File: src/rtl/note_match_multilane.sv
// Per-lane chart note matcher: each fret lane tracks its nearest past and future note, grades
// presses by timing error, reports unplayed notes as misses and merges events into one stream.
module note_match_multilane #(
   parameter int  LANES       = 5,
   parameter int  TW          = 16,
   parameter int  TIMEOUT     = 100,
   parameter int  PERFECT_WIN = 3,
   parameter int  GOOD_WIN    = 8,
   localparam int LW          = (LANES > 1) ? $clog2(LANES) : 1
) (
   input  logic                clk,
   input  logic                rst,
   input  logic [TW-1:0]       song_time,
   input  logic [LANES-1:0]    note_edge,
   input  logic [LANES*TW-1:0] note_time,
   input  logic [LANES-1:0]    note_valid,
   output logic [LANES-1:0]    note_request,
   output logic                evt_valid,
   output logic [LW-1:0]       evt_lane,
   output logic [2:0]          evt_type,
   output logic [TW-1:0]       evt_time,
   output logic [TW-1:0]       evt_delta,
   output logic [7:0]          drop_cnt
);

   localparam logic [2:0] EV_MISS    = 3'd0;
   localparam logic [2:0] EV_STRAY   = 3'd1;
   localparam logic [2:0] EV_BAD     = 3'd2;
   localparam logic [2:0] EV_GOOD    = 3'd3;
   localparam logic [2:0] EV_PERFECT = 3'd4;

   function automatic logic [2:0] grade(input logic [TW-1:0] delta);
      logic [2:0] g;
      if (delta <= TW'(PERFECT_WIN)) begin
         g = EV_PERFECT;
      end else if (delta <= TW'(GOOD_WIN)) begin
         g = EV_GOOD;
      end else begin
         g = EV_BAD;
      end
      return g;
   endfunction

   logic [LANES-1:0] past_valid_r, fut_valid_r, fut_matched_r, awaiting_r;
   logic [TW-1:0]    past_time_r [LANES];
   logic [TW-1:0]    fut_time_r  [LANES];
   logic [LANES-1:0] hit_full_r, miss_full_r;
   logic [2:0]       hit_type_r  [LANES];
   logic [TW-1:0]    hit_time_r  [LANES];
   logic [TW-1:0]    hit_delta_r [LANES];
   logic [TW-1:0]    miss_time_r [LANES];

   logic [LANES-1:0] cand_s, req_s, shift_s, pick_past_s, pick_fut_s, timeout_s, miss_load_s;
   logic [LANES-1:0] drain_hit_s, drain_miss_s;
   logic [TW-1:0]    dp_s [LANES];
   logic [TW-1:0]    df_s [LANES];
   logic [2:0]       hit_type_s  [LANES];
   logic [TW-1:0]    hit_time_s  [LANES];
   logic [TW-1:0]    hit_delta_s [LANES];
   logic             gnt_valid_s, gnt_hit_s;
   logic [LW-1:0]    gnt_lane_s;
   logic [2:0]       gnt_type_s;
   logic [TW-1:0]    gnt_time_s, gnt_delta_s;
   logic [7:0]       drop_inc_s;
   logic [8:0]       drop_sum_s;

   // Requests are suppressed while reset is held so the buffers never pop during reset
   assign note_request = req_s & {LANES{~rst}};

   // Per-lane fetch, match selection, grading and miss detection from registered state
   always_comb begin
      for (int i = 0; i < LANES; i++) begin
         dp_s[i]        = song_time - past_time_r[i];
         df_s[i]        = fut_time_r[i] - song_time;
         cand_s[i]      = fut_valid_r[i] & ~fut_matched_r[i] & (fut_time_r[i] >= song_time);
         req_s[i]       = ~awaiting_r[i] & (~fut_valid_r[i] | (fut_time_r[i] < song_time));
         shift_s[i]     = req_s[i] & fut_valid_r[i];
         pick_past_s[i] = note_edge[i] & past_valid_r[i] & (~cand_s[i] | (dp_s[i] <= df_s[i]));
         pick_fut_s[i]  = note_edge[i] & cand_s[i] & ~pick_past_s[i];
         timeout_s[i]   = past_valid_r[i] & ~note_edge[i] & (dp_s[i] > TW'(TIMEOUT));
         // a past note consumed by this cycle's press is never reported as missed
         miss_load_s[i] = past_valid_r[i] & ~pick_past_s[i] & (shift_s[i] | timeout_s[i]);
         if (pick_past_s[i]) begin
            hit_type_s[i]  = grade(dp_s[i]);
            hit_time_s[i]  = past_time_r[i];
            hit_delta_s[i] = dp_s[i];
         end else if (pick_fut_s[i]) begin
            hit_type_s[i]  = grade(df_s[i]);
            hit_time_s[i]  = fut_time_r[i];
            hit_delta_s[i] = df_s[i];
         end else begin
            hit_type_s[i]  = EV_STRAY;
            hit_time_s[i]  = song_time;
            hit_delta_s[i] = {TW{1'b0}};
         end
      end
   end

   // Fixed-priority arbiter: lowest lane first, hit slot ahead of miss slot
   always_comb begin
      gnt_valid_s = 1'b0;
      gnt_hit_s   = 1'b0;
      gnt_lane_s  = {LW{1'b0}};
      gnt_type_s  = EV_MISS;
      gnt_time_s  = {TW{1'b0}};
      gnt_delta_s = {TW{1'b0}};
      for (int i = LANES - 1; i >= 0; i--) begin
         if (hit_full_r[i]) begin
            gnt_valid_s = 1'b1;
            gnt_hit_s   = 1'b1;
            gnt_lane_s  = LW'(i);
            gnt_type_s  = hit_type_r[i];
            gnt_time_s  = hit_time_r[i];
            gnt_delta_s = hit_delta_r[i];
         end else if (miss_full_r[i]) begin
            gnt_valid_s = 1'b1;
            gnt_hit_s   = 1'b0;
            gnt_lane_s  = LW'(i);
            gnt_type_s  = EV_MISS;
            gnt_time_s  = miss_time_r[i];
            gnt_delta_s = {TW{1'b0}};
         end else begin
            gnt_valid_s = gnt_valid_s;
         end
      end
      for (int i = 0; i < LANES; i++) begin
         drain_hit_s[i]  = gnt_valid_s & gnt_hit_s & (gnt_lane_s == LW'(i));
         drain_miss_s[i] = gnt_valid_s & ~gnt_hit_s & (gnt_lane_s == LW'(i));
      end
   end

   // Count slot overwrites this cycle; a slot being drained can be reloaded without loss
   always_comb begin
      drop_inc_s = 8'd0;
      for (int i = 0; i < LANES; i++) begin
         drop_inc_s = drop_inc_s + {7'd0, note_edge[i] & hit_full_r[i] & ~drain_hit_s[i]}
                                 + {7'd0, miss_load_s[i] & miss_full_r[i] & ~drain_miss_s[i]};
      end
      drop_sum_s = {1'b0, drop_cnt} + {1'b0, drop_inc_s};
   end

   // Per-lane note window: fetch, shift, match consumption and timeout
   always_ff @(posedge clk or posedge rst) begin
      if (rst) begin
         past_valid_r  <= {LANES{1'b0}};
         fut_valid_r   <= {LANES{1'b0}};
         fut_matched_r <= {LANES{1'b0}};
         awaiting_r    <= {LANES{1'b0}};
         for (int i = 0; i < LANES; i++) begin
            past_time_r[i] <= {TW{1'b0}};
            fut_time_r[i]  <= {TW{1'b0}};
         end
      end else begin
         for (int i = 0; i < LANES; i++) begin
            awaiting_r[i] <= req_s[i];
            if (awaiting_r[i]) begin
               fut_time_r[i]    <= note_time[i*TW +: TW];
               fut_valid_r[i]   <= note_valid[i];
               fut_matched_r[i] <= 1'b0;
            end else if (pick_fut_s[i]) begin
               fut_matched_r[i] <= 1'b1;
            end
            if (shift_s[i]) begin
               past_time_r[i]  <= fut_time_r[i];
               past_valid_r[i] <= ~(fut_matched_r[i] | pick_fut_s[i]);
            end else if (pick_past_s[i] | timeout_s[i]) begin
               past_valid_r[i] <= 1'b0;
            end
         end
      end
   end

   // Per-lane hit and miss event slots
   always_ff @(posedge clk or posedge rst) begin
      if (rst) begin
         hit_full_r  <= {LANES{1'b0}};
         miss_full_r <= {LANES{1'b0}};
         for (int i = 0; i < LANES; i++) begin
            hit_type_r[i]  <= EV_MISS;
            hit_time_r[i]  <= {TW{1'b0}};
            hit_delta_r[i] <= {TW{1'b0}};
            miss_time_r[i] <= {TW{1'b0}};
         end
      end else begin
         for (int i = 0; i < LANES; i++) begin
            if (note_edge[i]) begin
               hit_full_r[i]  <= 1'b1;
               hit_type_r[i]  <= hit_type_s[i];
               hit_time_r[i]  <= hit_time_s[i];
               hit_delta_r[i] <= hit_delta_s[i];
            end else if (drain_hit_s[i]) begin
               hit_full_r[i] <= 1'b0;
            end
            if (miss_load_s[i]) begin
               miss_full_r[i] <= 1'b1;
               miss_time_r[i] <= past_time_r[i];
            end else if (drain_miss_s[i]) begin
               miss_full_r[i] <= 1'b0;
            end
         end
      end
   end

   // Registered event stream and saturating drop counter
   always_ff @(posedge clk or posedge rst) begin
      if (rst) begin
         evt_valid <= 1'b0;
         evt_lane  <= {LW{1'b0}};
         evt_type  <= EV_MISS;
         evt_time  <= {TW{1'b0}};
         evt_delta <= {TW{1'b0}};
         drop_cnt  <= 8'd0;
      end else begin
         evt_valid <= gnt_valid_s;
         if (gnt_valid_s) begin
            evt_lane  <= gnt_lane_s;
            evt_type  <= gnt_type_s;
            evt_time  <= gnt_time_s;
            evt_delta <= gnt_delta_s;
         end
         drop_cnt <= drop_sum_s[8] ? 8'hFF : drop_sum_s[7:0];
      end
   end

endmodule
File: config.mk
export PLATFORM = sky130hd
export DESIGN_NAME = note_match_multilane
export DESIGN_NICKNAME = d
export VERILOG_FILES = /design/src/rtl/note_match_multilane.sv
export SDC_FILE = /design/constraint.sdc
export NUM_CORES = 2
export LEC_CHECK = 0
export ABC_CLOCK_PERIOD_IN_PS = 21600
export CAP_MARGIN = 10
export CORE_MARGIN = 1.5
export CORE_UTILIZATION = 25
export CTS_BUF_LIST = sky130_fd_sc_hd__clkbuf_4
export CTS_CLUSTER_SIZE = 12
export DETAILED_ROUTE_END_ITERATION = 8
export SYNTH_ARGS = -nofsm -noshare
export SYNTH_HDL_FRONTEND = slang
export SYNTH_SLANG_ARGS = --single-unit
File: constraint.sdc
create_clock -name clk -period 21.6 [get_ports clk]
set_input_delay 3.24 -clock clk [delete_from_list [all_inputs] [get_ports clk]]
set_output_delay 3.24 -clock clk [all_outputs]
set_load 0.05 [all_outputs]
==> impl_metrics.py <==
metrics = {
    "final_layout": {
        "area_delta_synth_final_pct": 16.48,
        "final_cell_mix": "dfrtp_1, a21oi_1, nor2_1",
        "layout-drive-gt1-share_pct": 15.74,
        "layout_commonest_cell": "dfrtp_1",
        "final_cell_area_sq_um": 39430,
        "postLayoutCoreUtil_pct": 29.43,
        "fin_cells": 5770,
        "fin_nets": 4251,
    },
    "synth": {
        "synth_nets": 4049,
        "synth_edf_count": 0,
        "ys_seq_elements": 492,
        "yosys_most_used_dff": "dfrtp_1",
        "async_reset_ff_share_pct": 100.0,
        "syn_avg_cell_area_sq_um": 9.188,
        "yosys_warnings": 0,
        "netlist_instances": 3684,
        "yosysSeqAreaShare_pct": 36.37,
        "synth.distinct_cells": 112,
        "syn-cell-area_sq_um": 33850,
    },
    "setup_path": {
        "rr_startpoint": "fut_time_r[5]$_DFFE_PP0P_",
        "crit_type": "in -> out",
        "cp-start-kind": "input port",
        "cp-endpoint": "note_request[1]",
        "r2r_end": "drop_cnt[2]$_DFF_PP0_",
        "crit_start": "song_time[1]",
        "critical_path_peak_fanout": 14,
        "critPathRequiredTime_ps": 18360,
        "r2r_cells": 27,
        "crit_path_end_kind": "output pin",
        "arrival_ps": 8040,
        "reg2reg_slack_ps": 13750,
    },
    "clocking": {
        "cts_buffer_depth": 3,
        "cts_resized": 0,
        "insertion_delay_ps": 1130,
        "numCtsBuffers": 149,
        "h-tree-depth": 4,
        "path_clk_slew_ps": 60,
        "tritoncts": "yes",
        "ctsHoldBuffers": 0,
        "cts_sinks": 492,
        "cts_root_buffer": "clkbuf_4",
        "cts_setup_buffers": 0,
    },
    "place": {
        "hpwl_mm": 100.1,
        "placed_cells": 5503,
        "dpl-instance-area_sq_um": 37540,
        "globalplace.congestion": 0.9381,
        "io_buffer_count": 159,
    },
    "detailed_routing": {
        "wl_mm": 134.2,
        "postRouteAntennaNets": 0,
        "drt_pass1_iterations": 9,
        "drc": 5,
        "via_per_inst": 5.252,
        "vias": 30300,
        "wire_per_inst_um": 23.26,
        "drt_iter0_drc": 3002,
    },
    "timing": {
        "slew_viol_final": 0,
        "finalCritPeriodShare_pct": 52.24,
        "min_period_ps": 11280,
        "rsz0062_at_grt": "no",
        "finalClockSkew_ps": 117.9,
        "max-slew-margin-rel_pct": 25.46,
        "worstMarginPinSlew_ps": 1118,
        "finalSetupViolations": 0,
        "timing.fmax_mhz": 88.62,
        "setup_tns_ps": 0,
        "hold_viol_final": 0,
    },
    "status": {
        "violations": "DRC",
        "status": "complete, but fails checks",
    },
    "global_routing": {
        "grt_start_max_net_pins": 159,
        "antenna_found_initial": 11,
        "grt.total_usage_pct": 19.17,
        "grt_overflow": 0,
        "grt_pass1_vias": 28760,
        "grt_pass1_wl_mm": 195.2,
    },
    "min_path": {
        "hold_path_class": "reg -> reg",
    },
    "power_and_ir_drop": {
        "swShare_pct": 49.52,
        "ir_drop_uv": 57.57,
        "pwr-share-clk_pct": 13.8,
        "p_switching_uw": 3347,
        "combinationalPowerShare_pct": 59.6,
        "leakage_uw": 0.01707,
        "p_seq_share_pct": 26.6,
        "power.density_nw_per_um2": 171.4,
        "internal_power_uw": 3411,
    },
    "floorplan": {
        "rows": 134,
        "ios": 160,
        "coreArea_sq_um": 134000,
        "start_util_pct": 25.27,
        "die_y_um": 371.0,
        "die-area_sq_um": 137600,
        "die_w_um": 371.0,
    },
    "flow_run": {
        "maxCapViolCount": 0,
    },
}
cells by family (layout without fill, tap and decap cells):
group / Yosys count / count (layout) / share of synthesized area, %
adder cells (fa/ha/maj): 257 / 257 / 9.877
flip-flops: 492 / 492 / 36.37
other: 1 / 6 / 0.01108
XOR/XNOR: 108 / 108 / 2.795
multiplexers: 317 / 317 / 10.48
AO/OA/AOI/OAI: 1118 / 1118 / 21.65
AND/OR/NAND/NOR: 1008 / 1008 / 14.41
buffers and inverters: 383 / 696 / 4.410
cell usage after synthesis (all sizes together) (23+ instances only):
cell type / number / share of area [%]
o21a: 36 / 0.80
and3: 28 / 0.52
nand2b: 37 / 0.68
nand3: 56 / 0.83
o211ai: 28 / 0.64
dfrtp: 492 / 36
buf: 27 / 0.46
inv: 202 / 2.2
xnor2: 56 / 1.4
nor2b: 53 / 1.0
a31oi: 32 / 0.64
o21ai: 279 / 4.2
xor2: 52 / 1.3
a21o: 65 / 1.4
a221oi: 25 / 0.67
a211oi: 30 / 0.73
ha: 240 / 8.9
nor2: 286 / 3.2
nor3: 82 / 1.2
and2: 28 / 0.53
or2: 23 / 0.43
a221o: 55 / 1.6
nand4: 45 / 0.83
mux2i: 64 / 1.9
clkbuf: 154 / 1.7
nand2: 285 / 3.2
a22oi: 26 / 0.58
a21oi: 334 / 5.0
mux2: 253 / 8.6
cell type report:
| type | count | area, sq um |
|---|---|---|
| Sequential cell | 492 | 12310 |
| Fill cell | 14110 | 94530 |
| Timing Repair Buffer | 232 | 2150 |
| Clock buffer | 214 | 1607 |
| Clock inverter | 48 | 264.0 |
| Inverter | 202 | 765.7 |
| Antenna cell | 5 | 12.51 |
| Multi-Input combinational cell | 2809 | 20100 |
| Tap cell | 1768 | 2212 |
power by group through the flow:
stage	clock network, uW	logic [uW]	registers [uW]
global route	1010	4410	1830
global placement	0	3910	1790
floorplan	0	2820	1650
CTS	956	3970	1790
finish	933	4030	1800
detailed placement	0	3950	1800
flip-flops by register name (all words and copies together), names as in the netlist:
name / count
fut_matched_r: 5
fut_valid_r: 5
miss_full_r: 5
evt_lane: 3
evt_type: 3
drop_cnt: 8
past_time_r: 80
hit_type_r: 15
evt_valid: 1
fut_time_r: 80
miss_time_r: 80
hit_delta_r: 80
hit_time_r: 80
hit_full_r: 5
evt_time: 16
evt_delta: 16
awaiting_r: 5
past_valid_r: 5
how the worst min path moves through the flow:
stage,start,endpoint,depth (start not counted)
after floorplan,fut_valid_r[3]$_DFFE_PP0P_,awaiting_r[3]$_DFF_PP0_,1
after global placement,awaiting_r[2]$_DFF_PP0_,awaiting_r[2]$_DFF_PP0_,1
after detailed placement,awaiting_r[2]$_DFF_PP0_,awaiting_r[2]$_DFF_PP0_,1
after CTS,awaiting_r[1]$_DFF_PP0_,awaiting_r[1]$_DFF_PP0_,1
after global routing,awaiting_r[1]$_DFF_PP0_,awaiting_r[1]$_DFF_PP0_,1
final,awaiting_r[2]$_DFF_PP0_,awaiting_r[2]$_DFF_PP0_,1
metrics by stage:
step                power (uW)  setup slack, ps  hold WS, ps
finish                    6758            10320        436.9
floorplan                 4467             3727        431.0
global placement          5707             9821        425.9
detailed placement        5751             9719        430.4
global route              7253            10080        449.7
CTS                       6716            10280        439.4
metal layers:
metal / GRT usage (%) / wire, um / part of all wire (%)
met1: 25.48 / 58510 / 44
met4: 8.407 / 5880 / 4.4
met5: 0 / 48 / 0.036
met3: 4.367 / 9989 / 7.4
met2: 29.58 / 59800 / 45
worst max-delay path, stage by stage:
cell and delay, ps:
clkdlybuf4s50_1 500, buf_4 380, inv_1 590, fa_1 650, a21o_1 190, a22oi_1 270, a211oi_1 140, o21ai_1 480
o21ai_0 290, a21oi_1 250, and2_1 200, clkdlybuf4s50_1 820
(Power assumes the default switching activity.)
